===== src/rtl/single_pc_fetch.sv =====
// PC register and instruction-fetch controller: issues req/ack fetches at the PC and
// presents each fetched word to decode through a one-entry valid/ready buffer.
module single_pc_fetch #(
    parameter logic [31:0] RESET_PC = 32'h0000_0000
) (
    input  logic        i_clk,
    input  logic        i_rst_n,
    output logic [31:0] o_pc,
    input  logic [31:0] i_pc_next_seq,
    input  logic        i_redirect,
    input  logic [31:0] i_redirect_pc,
    output logic        o_imem_req,
    output logic [31:0] o_imem_addr,
    input  logic        i_imem_ack,
    input  logic [31:0] i_imem_data,
    output logic [31:0] o_inst,
    output logic [31:0] o_inst_pc,
    output logic        o_inst_valid,
    input  logic        i_inst_ready
);

    typedef enum logic [1:0] {
        ST_IDLE  = 2'd0,
        ST_FETCH = 2'd1,
        ST_FULL  = 2'd2,
        ST_DRAIN = 2'd3
    } state_e;

    state_e      state_q, state_d;
    logic [31:0] pc_q, pc_d;
    logic [31:0] addr_q, addr_d;
    logic [31:0] inst_q, inst_d;
    logic [31:0] inst_pc_q, inst_pc_d;
    logic        req_q, req_d;
    logic        valid_q, valid_d;

    // State register
    always_ff @(posedge i_clk) begin
        if (!i_rst_n) begin
            state_q <= ST_IDLE;
        end else begin
            state_q <= state_d;
        end
    end

    // Next-state logic; redirect outranks ack and ready everywhere except IDLE
    always_comb begin
        state_d = state_q;
        case (state_q)
            ST_IDLE: begin
                state_d = ST_FETCH;
            end
            ST_FETCH: begin
                if (i_redirect) begin
                    state_d = i_imem_ack ? ST_FETCH : ST_DRAIN;
                end else if (i_imem_ack) begin
                    state_d = ST_FULL;
                end else begin
                    state_d = ST_FETCH;
                end
            end
            ST_FULL: begin
                if (i_redirect || i_inst_ready) begin
                    state_d = ST_FETCH;
                end else begin
                    state_d = ST_FULL;
                end
            end
            ST_DRAIN: begin
                if (i_imem_ack) begin
                    state_d = ST_FETCH;
                end else begin
                    state_d = ST_DRAIN;
                end
            end
            default: begin
                state_d = ST_IDLE;
            end
        endcase
    end

    // Datapath next values: PC, fetch request/address and the instruction buffer
    always_comb begin
        pc_d      = pc_q;
        addr_d    = addr_q;
        req_d     = req_q;
        inst_d    = inst_q;
        inst_pc_d = inst_pc_q;
        valid_d   = valid_q;
        case (state_q)
            ST_IDLE: begin
                req_d  = 1'b1;
                addr_d = pc_q;
            end
            ST_FETCH: begin
                if (i_redirect) begin
                    pc_d    = i_redirect_pc;
                    valid_d = 1'b0;
                    // Without an ack the outstanding request must stay on the bus untouched
                    if (i_imem_ack) begin
                        addr_d = i_redirect_pc;
                    end else begin
                        addr_d = addr_q;
                    end
                end else if (i_imem_ack) begin
                    inst_d    = i_imem_data;
                    inst_pc_d = addr_q;
                    valid_d   = 1'b1;
                    pc_d      = i_pc_next_seq;
                    req_d     = 1'b0;
                end else begin
                    req_d = req_q;
                end
            end
            ST_FULL: begin
                if (i_redirect) begin
                    pc_d    = i_redirect_pc;
                    valid_d = 1'b0;
                    req_d   = 1'b1;
                    addr_d  = i_redirect_pc;
                end else if (i_inst_ready) begin
                    valid_d = 1'b0;
                    req_d   = 1'b1;
                    addr_d  = pc_q;
                end else begin
                    valid_d = valid_q;
                end
            end
            ST_DRAIN: begin
                if (i_redirect) begin
                    pc_d = i_redirect_pc;
                end else begin
                    pc_d = pc_q;
                end
                // Stale data is dropped; re-issue at the most recent target
                if (i_imem_ack) begin
                    req_d  = 1'b1;
                    addr_d = i_redirect ? i_redirect_pc : pc_q;
                end else begin
                    req_d = req_q;
                end
            end
            default: begin
                req_d   = 1'b0;
                valid_d = 1'b0;
            end
        endcase
    end

    // Datapath registers
    always_ff @(posedge i_clk) begin
        if (!i_rst_n) begin
            pc_q      <= RESET_PC;
            addr_q    <= RESET_PC;
            req_q     <= 1'b0;
            inst_q    <= 32'h0000_0000;
            inst_pc_q <= 32'h0000_0000;
            valid_q   <= 1'b0;
        end else begin
            pc_q      <= pc_d;
            addr_q    <= addr_d;
            req_q     <= req_d;
            inst_q    <= inst_d;
            inst_pc_q <= inst_pc_d;
            valid_q   <= valid_d;
        end
    end

    assign o_pc         = pc_q;
    assign o_imem_addr  = addr_q;
    assign o_imem_req   = req_q;
    assign o_inst       = inst_q;
    assign o_inst_pc    = inst_pc_q;
    assign o_inst_valid = valid_q;

endmodule


===== config.mk =====
export PLATFORM = sky130hd
export DESIGN_NAME = single_pc_fetch
export DESIGN_NICKNAME = d
export VERILOG_FILES = /design/src/rtl/single_pc_fetch.sv
export SDC_FILE = /design/constraint.sdc
export NUM_CORES = 1
export LEC_CHECK = 0
export BUFFER_PORTS_ARGS = -buffer_cell sky130_fd_sc_hd__buf_2
export CAP_MARGIN = 20
export CORE_ASPECT_RATIO = 0.7
export CORE_MARGIN = 2
export CORE_UTILIZATION = 35
export CTS_CLUSTER_SIZE = 14
export DETAILED_ROUTE_END_ITERATION = 6
export GPL_TIMING_DRIVEN = 0
export PLACE_DENSITY = 0.56
export SYNTH_ARGS = -nofsm -noshare
export SYNTH_HDL_FRONTEND = slang
export SYNTH_SLANG_ARGS = --single-unit

===== constraint.sdc =====
create_clock -name i_clk -period 5.7 [get_ports i_clk]
set_input_delay 0.855 -clock i_clk [delete_from_list [all_inputs] [get_ports i_clk]]
set_output_delay 0.855 -clock i_clk [all_outputs]
set_load 0.1 [all_outputs]

# Yosys cells after proc, flatten, opt, wreduce, memory -nomap -nowiden
# Index checks and enable logic that the tools add are counted.
# op_classes
n_bitwise,1
muxes,25
eq_ne,9
n_reduce_logical,10
# op_table
operator,count
32-bit two-way mux,8
32-bit one-hot mux with 4 select lines,1
32-bit one-hot mux with 2 select lines,1
1-bit two-way mux,8
2-bit two-way mux,4
"2-bit != test, second input constant",4
2-bit one-hot mux with 4 select lines,1
4-bit AND reduction,2
"3-bit != test, second input constant",2
3-bit AND reduction,2
"2-bit == test, second input constant",2
1-bit one-hot mux with 4 select lines,1
2-bit nonzero test,2
"2-bit by 1-bit == test with 1-bit output, second input constant",1
2-bit zero test,1
1-bit one-hot mux with 2 select lines,1
2-bit AND reduction,1
2-bit OR reduction,1
1-bit logical OR,1
1-bit inverter,1
# totals
out_inout_bits,130
inputBits,101
reg_bits,132

# Longest topological paths before layout
# Gate-level depths: netlist of the first run.
# depth
ltp_word,4
ltp_mapped,9
ltp_nobuf,5

# Worst setup path before layout of the first run
# Ideal clock, no wire load.
# synth_path
kind,input to register
startpoint,in i_redirect
endpoint,"reg pc_q[0], in the netlist o_pc[0]"
stages,8
n_path_buf,3
slack_ps,2953
t_arrival_ps,2628
cell_sequence,clkbuf_1 > clkbuf_1 > inv_1 > ha_1 > or3b_4 > buf_6 > and3_1 > o31a_1
# synth_between
elab_chain_cells,2
elab_cells_between_ends,5
classes_between,eq/ne: 1; mux: 3; reduce/logical: 1
# synth_lines
element,line_no,rtl
"start, declared",10,"input logic i_redirect,"
32-bit two-way mux (tied with other cells),--,
32-bit one-hot mux with 2 select lines / 2-bit AND reduction (equally long branches),--,
"end signal, assigned",160,pc_q <= pc_d;
"end, declared",30,"logic [31:0] pc_q, pc_d;"
# Several ways; a longest one is shown, not always the timed one.
# A chain may end at the register's enable or synchronous reset.

# Worst setup path after layout of the first run
# layout_path
startpoint,in i_redirect
endpoint,"reg pc_q[23], in the netlist o_pc[23]"
# The elaborated chain is that of the path after synthesis.

==> out/metrics.csv, run 1 <==
metric,value,unit
power.density,341,nW/um^2
max-cap-violations,0,
hold_class,flip-flop to flip-flop,
start_kind,primary input,
cts_max_level,4,
grt_usage,0.219,
synth_top_area_share,0.401,
place_area,8030,um^2
p_sw,1.09,mW
routabilityCongestion,0.825,
grt-ovfl-total,0,
fin_area,8640,um^2
fin_cells,1248,
grt_max_degree,17,
num-nets-final,1101,
setup_tns,0,ns
drt_iter0_drc,433,
outcome,finished clean,
multi_input_area,3530,um^2
numClockSinks,132,
critPathArrivalTime,3.18,ns
numCtsBuffers,17,
cts-resized-gates,0,
comb_power_share,0.267,
placed_cells,1214,
clockBufferDepth,2,
slew_violations,0,
criticalPathCategory,primary input to flip-flop,
drc,0,
cts.clk_slew.worst_paths,0.06,ns
area_delta_synth_final,31.2,%
cts_tree,yes,
dp_hpwl,16600,um
fin_crit_sh,0.505,
die-area,20000,um^2
finalWirelength,22000,um
grt_first_pass_wirelength,33900,um
avgViaCountPerCell,5.07,
initial_core_util,0.362,
drtPass1Iterations,5,
ys_ff_latch,132,
clkLatencyLatePin,0.42,ns
coreArea,18200,um^2
synth.area.top_cells,"dfxtp_1 (40%), nand2_1 (9.2%), a21boi_0 (7.5%)",
syn_inst,749,
cts_setup_buffers,0,
portBuffers,229,
p_sw_frac,0.370,
syn_nets,853,
critical_path_peak_fanout,10,
yosysTopAreaCell,dfxtp_1,
layout_commonest_cell,buf_2,
wire_per_inst,17.6,um
drive_above_1_share,0.358,
yosysWarnings,0,
peakVddDrop,0.000178,V
grt_pass1_vias,5943,
worstPathRequired,6.01,ns
cp-end-kind,flip-flop,
register_area,2640,um^2
p_seq_frac,0.349,
p_leak,4.03,nW
worst_pin_slew,0.590,ns
synth.yosys.seq_area_share,0.401,
timing.slew.headroom,0.607,
finalHoldViolations,0,
num_io_pins,231,
synthFlopType,dfxtp_1,
fillCellCount,1828,
antenna_left,0,
finalCriticalPeriod,2.88,ns
rsz0062_at_grt,no,
ys_async_sr_fraction,0,
cts_hold_buf,0,
antenna_found_initial,2,
die_h,119,um
setup_viol,0,
yosys.cell_types.count,35,
p_int,1.86,mW
die_w,168,um
power_frac_clock,0.384,
rows,41,
avgSynthCellArea,8.80,um^2
vias,6331,
fin_worst_skew,0.00973,ns
fmax,0.348,GHz
synth-edff-count,0,
synth_area,6590,um^2
clock_tree.root_cell,clkbuf_16,
layout_common_cells,"buf_2 (253), nand2_1 (161), dfxtp_1 (132), a21boi_0 (66), and3_1 (64)",
## flip-flops by register name (all words and copies together) (netlist names)
signal / flops
o_inst: 32
state_q: 2
o_inst_valid: 1
o_inst_pc: 32
o_imem_addr: 32
o_imem_req: 1
o_pc: 32
## critical path, stage by stage
cell	delay, ns
buf_2	0.13
clkbuf_1	0.32
clkbuf_1	0.42
inv_1	0.16
ha_1	0.28
or3b_4	0.44
buf_6	0.16
and3_1	0.18
o31a_1	0.23
## final timing paths
kind,startpoint,to,slack (ns),cells past startpoint
setup / recovery,i_redirect,o_pc[23],2.82,9
hold / removal,o_inst_pc[9],o_inst_pc[9],0.46,2
setup reg to reg,state_q[1],o_imem_addr[21],3.72,5
hold reg to reg,o_inst_pc[9],o_inst_pc[9],0.46,2
## cell usage after synthesis (all sizes together), types with 4 or more instances
library cell	instances
or2b	15
a21boi	66
dfxtp	132
o31a	32
a21oi	65
o221ai	32
clkbuf	36
and3	64
mux2i	33
nand2	161
nand2b	18
inv	4
buf	34
or3b	33
## stage by stage
stage,setup WS [ns],util,power (mW),hold WS [ns]
floorplan,2.95,-,1.65,0.744
global placement,2.39,0.441,1.83,0.448
detailed placement,2.40,0.441,1.84,0.454
CTS,2.84,0.474,2.98,0.462
global route,2.69,0.474,3.07,0.476
finish,2.82,0.475,2.95,0.458
## metal layers
layer  up-vias  global-route usage  part of all wire
li1       3144                   -                 -
met1      2906               0.332              0.51
met2       270               0.307              0.40
met3         9              0.0640             0.080
met4         2              0.0380            0.0043
met5         -                   0           0.00059
## kinds of logic after synthesis
group | Yosys count | synth area share
simple gates | 300 | 0.240
mux | 33 | 0.0520
compound gates | 204 | 0.238
fa+ha+maj | 3 | 0.00570
flops | 132 | 0.401
buf+inv | 77 | 0.0630
## power by group through the flow
| stage | Sequential, mW | Combinational, mW | Clock, mW |
|---|---|---|---|
| global route | 1.04 | 0.827 | 1.20 |
| global placement | 1.05 | 0.786 | 0 |
| finish | 1.03 | 0.788 | 1.13 |
| CTS | 1.03 | 0.789 | 1.16 |
| floorplan | 1.42 | 0.235 | 0 |
| detailed placement | 1.05 | 0.787 | 0 |
## cell type report
type,instances,share of cell area
Antenna cell,2,0.000579
Buffer,73,0.0463
Clock buffer,17,0.0492
Clock inverter,15,0.0210
Inverter,4,0.00174
Multi-Input combinational cell,540,0.409
Sequential cell,132,0.306
Tap cell,236,0.0342
Timing Repair Buffer,229,0.133
No activity file was read; power rests on OpenSTA's default activity.
==> run 2: changes to the inputs <==
--- a/config.mk
+++ b/config.mk
@@ -5,6 +5,7 @@
 export SDC_FILE = /design/constraint.sdc
 export NUM_CORES = 1
 export LEC_CHECK = 0
+export ABC_AREA = 1
 export BUFFER_PORTS_ARGS = -buffer_cell sky130_fd_sc_hd__buf_2
 export CAP_MARGIN = 20
 export CORE_ASPECT_RATIO = 0.7
==> constraint.sdc (replaced) <==
create_clock -name i_clk -period 2.98 [get_ports i_clk]
set_input_delay 0.447 -clock i_clk [delete_from_list [all_inputs] [get_ports i_clk]]
set_output_delay 0.447 -clock i_clk [all_outputs]
set_load 0.1 [all_outputs]
==> out/metrics.csv, run 2 <==
metric,value,unit
regToRegEndpoint,o_imem_addr[1],
routabilityCongestion,0.841,
finalWirelength,24200,um
grt_max_degree,17,
clkLatencyLatePin,0.42,ns
critPathBufInv,6,
cp_slowest_cell,clkbuf_1,
cts-resized-gates,0,
n_antenna_cell,0,
timing.slew.headroom,0.531,
antenna_found_initial,0,
setup_viol,0,
synth.most_common_cell,nand2_1,
clockBufferDepth,2,
cts_setup_buffers,0,
power.density,687,nW/um^2
die_w,171,um
rsz0062_at_grt,no,
numClockSinks,132,
finalCriticalPeriod,2.21,ns
syn_nets,1213,
hold_class,primary input to flip-flop,
avgSynthCellArea,6.19,um^2
numCtsBuffers,17,
grt_pass1_vias,6748,
cts_tree,yes,
area_delta_synth_final,30.1,%
coreArea,19100,um^2
grt_usage,0.232,
synth-edff-count,0,
avgViaCountPerCell,4.69,
synthFlopType,dfxtp_1,
dp_slack,0.372,ns
finish.utilization,0.468,
yosysTopAreaCell,dfxtp_1,
cts_hold_buf,0,
grt_first_pass_wirelength,37000,um
synth.yosys.seq_area_share,0.385,
slew_violations,0,
yosys.cell_types.count,21,
portBuffers,228,
yosysWarnings,0,
cts.clk_slew.worst_paths,0.06,ns
rr_worst_depth,10,
cpPeakStageDelay,0.43,ns
cp-end-kind,flip-flop,
worstPathRequired,3.34,ns
critPathArrivalTime,2.57,ns
start_kind,primary input,
peakVddDrop,0.000351,V
holdPathStages,3,
num_io_pins,231,
drt_iter0_drc,501,
min_to,o_inst[14],
finalHoldViolations,0,
max-cap-violations,0,
synth.area.top_cells,"dfxtp_1 (38%), nand2_1 (25%), nand3_1 (12%)",
cts_max_level,4,
dp_hpwl,18200,um
die-area,20800,um^2
wire_per_inst,14.8,um
grt-ovfl-total,0,
setup_tns,0,ns
syn_inst,1109,
drc,0,
worst_pin_slew,0.704,ns
synth_common_cells,"nand2_1 (452), nand3_1 (165), dfxtp_1 (132), inv_1 (103), a21oi_1 (67)",
min-delay-start,i_imem_data[14],
p_leak,4.95,nW
fmax,0.453,GHz
path_delay_family,buffers and inverters,
drive_above_1_share,0.245,
ys_ff_latch,132,
synth_area,6860,um^2
drtPass1Iterations,5,
critical_path_peak_fanout,12,
fillCellCount,2100,
clock_tree.root_cell,clkbuf_16,
placed_cells,1601,
vias,7660,
initial_core_util,0.360,
rows,42,
reg2reg_slack,1.31,ns
fin_worst_skew,0.00852,ns
layout_common_cells,"nand2_1 (452), buf_2 (259), nand3_1 (165), dfxtp_1 (132), inv_1 (103)",
criticalPathCategory,primary input to flip-flop,
cpMostUsedCell,buf_4,
fin_crit_sh,0.741,
synth_top_area_share,0.385,
finalPower,6.14,mW
cp.depth,10,
regToRegStartpoint,state_q[1],
outcome,finished clean,
layout_setup_ws,0.772,ns
antenna_left,0,
fin_cells,1632,
num-nets-final,1460,
layout_commonest_cell,nand2_1,
ys_async_sr_fraction,0,
crit_chain,buf_2 -> inv_2 -> buf_4 -> buf_4 -> ha_1 -> o21ai_2 -> clkbuf_1 -> or2_2 -> nand3_1 -> inv_1,
die_h,121,um
[run 2: cell count changes after synthesis, moves of 32 or more]
cell      delta
nor2_1      +64
inv_1       +99
mux2i_1     -32
or3b_2      -32
and3_1      -64
a21boi_0    -66
o221ai_1    -32
o31a_1      -32
nand3_1    +165
nand2_1    +291
a21oi_1     +32
[run 2: final cells by class]
type,instances,area (um^2),area share
Multi-Input combinational cell,795,3430,0.383
Sequential cell,132,2640,0.296
Timing Repair Buffer,228,1140,0.128
Clock buffer,19,443,0.0496
Inverter,106,400,0.0448
Buffer,76,395,0.0443
Tap cell,264,330,0.0370
Clock inverter,12,155,0.0174
[run 2: kinds of logic after synthesis]
| group | count (synthesis) | share of synthesized area |
|---|---|---|
| AND/OR/NAND/NOR | 721 | 0.441 |
| buffers and inverters | 182 | 0.116 |
| flip-flops | 132 | 0.385 |
| AO/OA/AOI/OAI | 71 | 0.0523 |
| adder cells (fa/ha/maj) | 3 | 0.00547 |
[run 2: worst max-delay path by stage]
stage | end | slack, ns | from
after floorplan | o_pc[20] | 1.03 | i_redirect
after global placement | o_pc[28] | 0.37 | i_redirect
after detailed placement | o_pc[28] | 0.37 | i_redirect
after CTS | o_pc[18] | 0.82 | i_redirect
after global routing | o_pc[6] | 0.64 | i_redirect
final | o_pc[18] | 0.77 | i_redirect
[run 2: through the flow]
step | instance area, um^2 | hold WS, ns
final | 8930 | 0.286
after CTS | 8930 | 0.269
after global routing | 8930 | 0.282
after floorplan | 6860 | 0.611
after detailed placement | 8340 | 0.449
after global placement | 8340 | 0.440
[run 2: per-layer routing]
layer  vias to the layer above  GRT usage  part of all wire
met5                         -          0                 0
met4                         0     0.0604            0.0098
met3                        16     0.0450             0.071
met2                       261      0.321              0.40
met1                      3452      0.360              0.52
li1                       3931          -                 -
[run 2: worst register-to-register path, cell delays in order, from the launching register on]
cell and delay (ns):
dfxtp_1 0.30, buf_4 0.22, inv_4 0.07, buf_4 0.18, buf_4 0.19, nand3_1 0.08, nand2_1 0.06, inv_1 0.05
nand2_1 0.06, nor2_1 0.26, nor2_1 0.08
[run 2: power by group]
part           switching [mW]  leakage (nW)  internal [mW]  total, mW
clock network           0.826         0.290           1.34       2.16
logic                    1.54          3.58          0.418       1.96
registers               0.116          1.08           1.90       2.01
total                    2.49          4.95           3.65       6.14
